[src/rtl/mask_accum_pkg.sv]
// Shared types and width helpers for the masked coefficient accumulator.
// Latency: n/a (types and constant functions only).
// Backpressure: n/a.
package mask_accum_pkg;

    typedef enum logic [1:0] {
        IDLE    = 2'd0,
        ACCUM   = 2'd1,
        RESOLVE = 2'd2,
        DONE    = 2'd3
    } state_t;

    // Result width: enough headroom to add every slot without wrap-around.
    function automatic int calc_max(input int bits, input int cges);
        return $clog2(cges) + bits;
    endfunction

    // Number of accumulate beats needed to visit every slot.
    function automatic int calc_depth(input int cges, input int lanes);
        return (cges + lanes - 1) / lanes;
    endfunction

endpackage

[src/rtl/csa_lane_tree.sv]
// Carry-save reduction of N operands (lane terms plus running vs/vc) to a sum/carry pair.
// Latency: purely combinational, zero cycles.
// Backpressure: none; the caller decides when to register the outputs.
module csa_lane_tree #(
    parameter int W = 14,
    parameter int N = 9
) (
    input  logic [N-1:0][W-1:0] terms,
    output logic [W-1:0]        vs,
    output logic [W-1:0]        vc
);

    // Stage j holds the redundant pair after folding operands 0..j+1.
    logic [W-1:0] s_st [N-1];
    logic [W-1:0] c_st [N-1];

    assign s_st[0] = terms[0];
    assign c_st[0] = terms[1];

    // Each stage is one 3:2 compressor; carries shift left and wrap modulo 2^W.
    for (genvar i = 2; i < N; i++) begin : g_csa
        assign s_st[i-1] = s_st[i-2] ^ c_st[i-2] ^ terms[i];
        assign c_st[i-1] = ((s_st[i-2] & c_st[i-2]) |
                            (s_st[i-2] & terms[i])  |
                            (c_st[i-2] & terms[i])) << 1;
    end

    assign vs = s_st[N-2];
    assign vc = c_st[N-2];

endmodule

[src/rtl/mask_accum_engine.sv]
// Sums the coefficients selected by a mask, LANES slots per beat, in carry-save form.
// Latency: result valid DEPTH+2 cycles after start is accepted (DEPTH beats, resolve, done).
// Backpressure: result held in DONE until res_ready; new starts ignored while busy.
// Build option: define MASK_ACCUM_SIGNED_EN for two's complement coefficients and result.
module mask_accum_engine
    import mask_accum_pkg::*;
#(
    parameter int BITS  = 32,
    parameter int CGES  = 49,
    parameter int LANES = 7,
    localparam int MAX   = calc_max(BITS, CGES),
    localparam int DEPTH = calc_depth(CGES, LANES),
    localparam int AW    = $clog2(CGES)
) (
    input  logic            CLK,
    input  logic            reset,
    input  logic            coeff_wen,
    input  logic [AW-1:0]   coeff_addr,
    input  logic [BITS-1:0] coeff_data,
    input  logic            start,
    input  logic [CGES-1:0] cges,
    input  logic            abort,
    output logic            busy,
    output logic            res_valid,
    input  logic            res_ready,
    output logic [MAX-1:0]  result
);

    localparam int BW = (DEPTH > 1) ? $clog2(DEPTH) : 1;

    typedef logic [BW-1:0] beat_t;
    typedef logic [AW-1:0] addr_t;

    state_t              state;
    state_t              state_nxt;
    beat_t               beat;
    logic [CGES-1:0]     mask;
    logic [MAX-1:0]      vs;
    logic [MAX-1:0]      vc;
    logic [MAX-1:0]      tree_vs;
    logic [MAX-1:0]      tree_vc;
    logic [BITS-1:0]     coeff     [CGES];
    logic [MAX-1:0]      slot_term [CGES];
    logic [LANES+1:0][MAX-1:0] terms;

    // Widen a coefficient to result width, sign- or zero-extending by build.
    function automatic logic [MAX-1:0] extend(input logic [BITS-1:0] c);
`ifdef MASK_ACCUM_SIGNED_EN
        return {{(MAX-BITS){c[BITS-1]}}, c};
`else
        return {{(MAX-BITS){1'b0}}, c};
`endif
    endfunction

    assign busy      = (state != IDLE);
    assign res_valid = (state == DONE);

    for (genvar g = 0; g < CGES; g++) begin : g_slot
        // Coefficient slot g: writable only while idle, cleared by reset.
        always_ff @(posedge CLK or posedge reset) begin
            if (reset) begin
                coeff[g] <= '0;
            end else if (coeff_wen && (state == IDLE) && (coeff_addr == addr_t'(g))) begin
                coeff[g] <= coeff_data;
            end
        end

        assign slot_term[g] = mask[g] ? extend(coeff[g]) : '0;
    end

    // Lane l on beat k carries slot k*LANES+l; slots past CGES read as zero.
    for (genvar l = 0; l < LANES; l++) begin : g_lane
        logic [MAX-1:0] by_beat [DEPTH];
        for (genvar k = 0; k < DEPTH; k++) begin : g_beat
            if (k * LANES + l < CGES) begin : g_in
                assign by_beat[k] = slot_term[k * LANES + l];
            end else begin : g_pad
                assign by_beat[k] = '0;
            end
        end
        assign terms[l] = by_beat[beat];
    end

    assign terms[LANES]   = vs;
    assign terms[LANES+1] = vc;

    csa_lane_tree #(
        .W (MAX),
        .N (LANES + 2)
    ) u_tree (
        .terms (terms),
        .vs    (tree_vs),
        .vc    (tree_vc)
    );

    // State register.
    always_ff @(posedge CLK or posedge reset) begin
        if (reset) begin
            state <= IDLE;
        end else begin
            state <= state_nxt;
        end
    end

    // Next-state: abort only cancels work in flight; start beats abort in IDLE.
    always_comb begin
        state_nxt = state;
        case (state)
            IDLE: begin
                if (start) begin
                    state_nxt = ACCUM;
                end
            end
            ACCUM: begin
                if (abort) begin
                    state_nxt = IDLE;
                end else if (beat == beat_t'(DEPTH - 1)) begin
                    state_nxt = RESOLVE;
                end
            end
            RESOLVE: begin
                state_nxt = abort ? IDLE : DONE;
            end
            DONE: begin
                if (res_ready) begin
                    state_nxt = IDLE;
                end
            end
            default: begin
                state_nxt = IDLE;
            end
        endcase
    end

    // Datapath: capture mask on start, fold one beat per ACCUM cycle, resolve once.
    always_ff @(posedge CLK or posedge reset) begin
        if (reset) begin
            mask   <= '0;
            vs     <= '0;
            vc     <= '0;
            beat   <= '0;
            result <= '0;
        end else begin
            case (state)
                IDLE: begin
                    if (start) begin
                        mask <= cges;
                        vs   <= '0;
                        vc   <= '0;
                        beat <= '0;
                    end
                end
                ACCUM: begin
                    if (!abort) begin
                        vs   <= tree_vs;
                        vc   <= tree_vc;
                        beat <= beat + 1'b1;
                    end
                end
                RESOLVE: begin
                    if (!abort) begin
                        result <= vs + vc;
                    end
                end
                default: begin
                end
            endcase
        end
    end

endmodule

[config.mk]
export PLATFORM = sky130hd
export DESIGN_NAME = mask_accum_engine
export DESIGN_NICKNAME = d
export VERILOG_FILES = /design/src/rtl/mask_accum_pkg.sv /design/src/rtl/csa_lane_tree.sv /design/src/rtl/mask_accum_engine.sv
export SDC_FILE = /design/constraint.sdc
export NUM_CORES = 2
export LEC_CHECK = 0
export CORE_MARGIN = 8
export CORE_UTILIZATION = 24
export DETAILED_ROUTE_END_ITERATION = 12
export GPL_TIMING_DRIVEN = 0
export MAX_ROUTING_LAYER = met4
export SLEW_MARGIN = 20
export SYNTH_ARGS = -nofsm -noshare
export SYNTH_HDL_FRONTEND = slang
export SYNTH_SLANG_ARGS = --single-unit
[constraint.sdc]
create_clock -name CLK -period 61.1 [get_ports CLK]
set_input_delay 9.165 -clock CLK [delete_from_list [all_inputs] [get_ports CLK]]
set_output_delay 9.165 -clock CLK [all_outputs]
set_load 0.05 [all_outputs]
; ---- Word level (Yosys, flattened, before mapping)
; Index checks and enable logic that the tools add are counted.
[totals]
reg_bits = 1736
in_bits = 93
output_inout_bits = 40
[classes]
addsub = 2
magnitude_cmp = 1
eq_ne = 56
n_mux = 84
n_bitwise = 51
reduce_logical = 58
[op_table]
columns = operator, count
row1 = 32-bit two-way mux, 49
row2 = 38-bit binary-select mux with 3-bit select, 7
row3 = 37-bit bitwise AND, 21
row4 = 38-bit two-way mux, 17
row5 = 38-bit XOR, 14
row6 = 37-bit bitwise OR, 14
row7 = 38-bit case mux with 2 select lines, 2
row8 = "6-bit equality test, second input constant", 17
row9 = "6-bit by 5-bit equality test with 1-bit output, second input constant", 16
row10 = 1-bit logical AND, 50
row11 = "6-bit by 4-bit equality test with 1-bit output, second input constant", 8
row12 = 38-bit adder, 1
row13 = "6-bit by 3-bit equality test with 1-bit output, second input constant", 4
row14 = "6-bit by 2-bit equality test with 1-bit output, second input constant", 2
row15 = 2-bit two-way mux, 5
row16 = 2-bit case mux with 4 select lines, 1
row17 = "6-bit by 1-bit equality test with 1-bit output, second input constant", 1
row18 = 6-bit logical NOT, 1
row19 = 3-bit two-way mux, 2
row20 = 3-bit case mux with 2 select lines, 1
row21 = 3-bit AND reduction, 2
row22 = "2-bit equality test, second input constant", 2
row23 = "4-bit >= comparator, second input constant", 1
row24 = "2-bit inequality test, second input constant", 2
row25 = other kinds (10), 12

; ---- Depth between registers and ports, before layout
[depth]
depth_word = 27
depth_mapped = 22

; ---- By module
; From an unflattened synthesis, not the netlist that was laid out.
[hier_totals]
hier_cells = 6547
hier_area_um2 = 84103.2
[modules_own_cells]
columns = mod, instances, cells_each, area_per_inst_um2
row1 = mask_accum_engine, 1, 6253, 78731.8
row2 = csa_lane_tree, 1, 294, 5371.4

; ---- Least setup slack after synthesis
; OpenSTA, ideal clock, no wires.
[synth_path]
kind = input to register
start = input port coeff_addr[5]
end = register coeff[1078] in the netlist's numbering
arrival_time_ps = 10851
slack_ps = 50125
path_stages = 7
n_path_buf = 4
path_cell_list = clkbuf_1 -> or3_1 -> clkbuf_1 -> clkbuf_1 -> nor2_1 -> buf_2 -> mux2_2
[synth_via]
elab_chain_len = 2
[synth_lines]
columns = item, line_no
row1 = from (decl), mask_accum_engine.sv:18  ; input logic [AW-1:0] coeff_addr,
row2 = 6-bit by 4-bit equality test with 1-bit output, mask_accum_engine.sv:63  ; end else if (coeff_wen && (state == IDLE) && (coeff_addr == addr_t'(g))) begin
row3 = 1-bit logical AND, mask_accum_engine.sv:63
row4 = "to (signal, indexed assignment)", mask_accum_engine.sv:64  ; coeff[g] <= coeff_data;
row5 = to (decl), mask_accum_engine.sv:42  ; logic [BITS-1:0] coeff [CGES];
; No other way between the ends.
; A chain may end at the register's enable or synchronous reset.

; ---- Worst setup path in the final report
[layout_path]
start = input port coeff_addr[0]
end = register coeff[493] in the netlist's numbering
[layout_via]
elab_chain_len = 2
[layout_lines]
columns = item, line_no
row1 = 6-bit equality test, mask_accum_engine.sv:63
row2 = 1-bit logical AND, mask_accum_engine.sv:63
; No other way between the ends.

==> results.py <==
metrics = {
    "sta": {
        "fin_crit_sh_pct": 20.1,
        "max_slew_margin_vs_limit_pct": 8.68,
        "clock.fmax_mhz": 81.6,
        "finalSetupViolCount": 0,
        "fin_skew_ps": 81.9,
        "finalWorstPathRequiredPeriod_ps": 12260,
        "timing_max_transition_violations_final": 0,
        "unrepaired_setup_endpoints_after_global_routing": "no",
        "final-hold-violation-count": 0,
        "timing_worst_slew_pin_value_ps": 1370,
        "setup_tns_ps": 0,
    },
    "finish": {
        "drive_above_1_share_pct": 26.4,
        "areaGrowthSynthToFinish_pct": 16.6,
        "finalNetCount": 7301,
        "finalCoreUtilization_pct": 28.1,
        "final.fill_count": 35200,
    },
    "drt": {
        "drt.antenna.violating_nets": 0,
        "drt_wl_total_um": 395000,
        "route.detailed.wl_per_inst_um": 33.8,
        "detailedRoute.firstPassIterationCount": 6,
        "post-route-drc-count": 0,
        "detail_route.vias_per_cell": 5.45,
        "vias": 63800,
        "drt_first_iter_violations": 8908,
    },
    "yosys": {
        "syn-instance-count": 6614,
        "synth.yosys.warnings": 0,
        "post_synth.cell_area_avg_sq_um": 12.6,
        "synth_sequential_area_ratio_pct": 52.1,
        "synth_async_sr_flop_share_pct": 100,
        "post-synth-top-count-cell": "sky130_fd_sc_hd__dfrtp_1",
        "synth_seq_cells": 1734,
        "syn-cell-area_sq_um": 83200,
        "synth_common_cells": "sky130_fd_sc_hd__dfrtp_1, sky130_fd_sc_hd__mux2_2, sky130_fd_sc_hd__clkbuf_1, sky130_fd_sc_hd__a22oi_1, sky130_fd_sc_hd__nand2_1",
        "synth_largest_type_area_fraction_pct": 52.1,
        "synth_ff_type": "sky130_fd_sc_hd__dfrtp_1",
        "synth_edf_count": 0,
        "synth_top_cell_by_area": "sky130_fd_sc_hd__dfrtp_1",
        "ys_types": 52,
        "syn_nets": 6981,
        "synth_area_leaders": "sky130_fd_sc_hd__dfrtp_1, sky130_fd_sc_hd__mux2_2, sky130_fd_sc_hd__fa_1, sky130_fd_sc_hd__a22oi_1, sky130_fd_sc_hd__mux2_1",
    },
    "clocking": {
        "cts.sink_count": 1734,
        "cts_repair_resize_count": 0,
        "number_of_buffers_inserted_during_clock_tree_synthesis": 193,
        "clkTransAtPathRegs_ps": 60,
        "cts_tree": "done",
        "post-cts-setup-buffer-count": 0,
        "cts_root_buffer": "sky130_fd_sc_hd__clkbuf_16",
        "clock_latency_ps": 910,
        "clk_path_buf_depth": 4,
        "clock_tree.htree_level_count": 4,
        "cts-hold-fix-buffers": 0,
    },
    "power": {
        "power.static_leakage_nw": 42.0,
        "power.density_cell_area_nw_per_um2": 54.1,
        "worst_vdd_drop_v": 0.0000557,
    },
    "global_routing": {
        "antenna_found_initial": 41,
        "grt.total_usage_pct": 21.4,
        "grt_max_degree": 113,
        "number_of_global_route_vias_before_repair": 64100,
        "global_route_wire_length_before_repair_um": 534000,
        "global_route.overflow_total": 0,
    },
    "place": {
        "finalWeightedCongestion": 1.03,
        "port_buffers": 99,
        "hpwl_dp_um": 282000,
    },
    "run_status": {
        "outcome": "completed",
    },
    "die": {
        "die_x_um": 605,
        "initial_utilization_pct": 24.1,
        "core.rowCount": 216,
        "design.die.area_sq_um": 366000,
        "die_height_um": 605,
        "core-area_sq_um": 346000,
        "io_pins": 133,
    },
    "worst_setup_path": {
        "rr_startpoint": "beat[0]",
        "worst_path_arrival_ps": 12980,
        "crit_path_cell_trace": "clkdlybuf4s50_1, nor2b_1, nand2_1, nor2_1, clkbuf_1, mux2_2",
        "cell_with_the_largest_stage_delay_on_the_worst_path": "sky130_fd_sc_hd__nor2_1",
        "start_kind": "primary input",
        "cp_slowest_stage_delay_ps": 1040,
        "critPathMaxFanout": 10,
        "setup.worst_path.end_class": "flop",
        "critPathLaunch": "coeff_addr[0]",
        "timing.critical_path.required_ps": 61820,
        "worstSetupPathType": "primary input to flop",
    },
    "hold_path": {
        "min_from": "result[8]",
        "holdCritPathClass": "flop to flop",
    },
    "job": {
        "timing.max_cap.violations": 0,
    },
}
logic make-up after synthesis:
family	synth area share [%]
fa+ha+maj	6.14
mux	21.9
compound gates	12.7
buf+inv	3.75
flops	52.1
xor+xnor	0.368
simple gates	3.00
metrics by stage:
| step | hold slack (ps) | cells | instance area (sq um) | setup slack, ps | total power [mW] |
|---|---|---|---|---|---|
| floorplan | 454 | 6614 | 83200 | 2990 | 2.71 |
| global placement | 468 | 11300 | 89900 | -15020 | 3.91 |
| detailed placement | 474 | 11300 | 90700 | 48160 | 3.95 |
| CTS | 488 | 11600 | 96800 | 48960 | 5.12 |
| global route | 495 | 11700 | 97000 | 48920 | 5.42 |
| finish | 483 | 11700 | 97000 | 48840 | 5.25 |
registers in the layout (all words and copies together), names as in the netlist:
register / count
coeff: 1568
mask: 49
result: 38
vs: 38
vc: 36
beat: 3
state: 2
power by group:
group          leakage (nW)  internal (mW)  switching [mW]
sequential             23.6           1.36           0.128
clock                  3.01          0.675           0.506
combinational          15.3          0.792            1.79
path summary, 6_finish.rpt:
| kind | slack [ps] | cells past startpoint | end |
|---|---|---|---|
| setup / recovery | 48840 | 6 | coeff[493] |
| hold / removal | 480 | 2 | result[8] |
| setup reg to reg | 51750 | 16 | vc[27] |
| hold reg to reg | 480 | 2 | result[8] |
| max in group asynchronous | 49730 | 7 | mask[35] |
| min in group asynchronous | 8710 | 2 | result[3] |
metal layers:
metal / global-route usage, % / share of wire [%] / up-vias
li1: - / - / 24700
met1: 25.8 / 39 / 33700
met2: 29.6 / 41 / 4248
met3: 8.93 / 13 / 1174
met4: 13.0 / 7.4 / 0
met5: - / 0 / -
cell usage in the layout (no fill, tap or decap), types with 99 or more instances in the layout:
cell type                         netlist  final
sky130_fd_sc_hd__a21oi_1              291    291
sky130_fd_sc_hd__mux2_2              1373   1373
sky130_fd_sc_hd__clkdlybuf4s50_1        0     99
sky130_fd_sc_hd__a221oi_1             227    227
sky130_fd_sc_hd__mux2_1               244    244
sky130_fd_sc_hd__o21ai_0              288    287
sky130_fd_sc_hd__fa_1                 224    224
sky130_fd_sc_hd__a22oi_1              449    449
sky130_fd_sc_hd__clkbuf_16              0    193
sky130_fd_sc_hd__dfrtp_1             1734   1734
sky130_fd_sc_hd__a211oi_1             169    169
sky130_fd_sc_hd__clkbuf_1             585    547
sky130_fd_sc_hd__inv_1                115    114
sky130_fd_sc_hd__nand2_1              364    364
worst max-delay path, delay by kind of cell:
family                 cells  cell delay [ps]
buffers and inverters      2             1690
and+or+nand+nor            3             1680
muxes                      1              420
area by class of cell:
class / instances / area (sq um) / share of cell area [%]
Timing Repair Buffer: 125 / 1650 / 1.70
Inverter: 115 / 439 / 0.453
Buffer: 688 / 2800 / 2.89
Multi-Input combinational cell: 4077 / 36700 / 37.8
Clock buffer: 275 / 5510 / 5.68
Tap cell: 4578 / 5730 / 5.90
Clock inverter: 53 / 666 / 0.686
Antenna cell: 53 / 133 / 0.137
Sequential cell: 1734 / 43400 / 44.7
(Power assumes the default switching activity.)
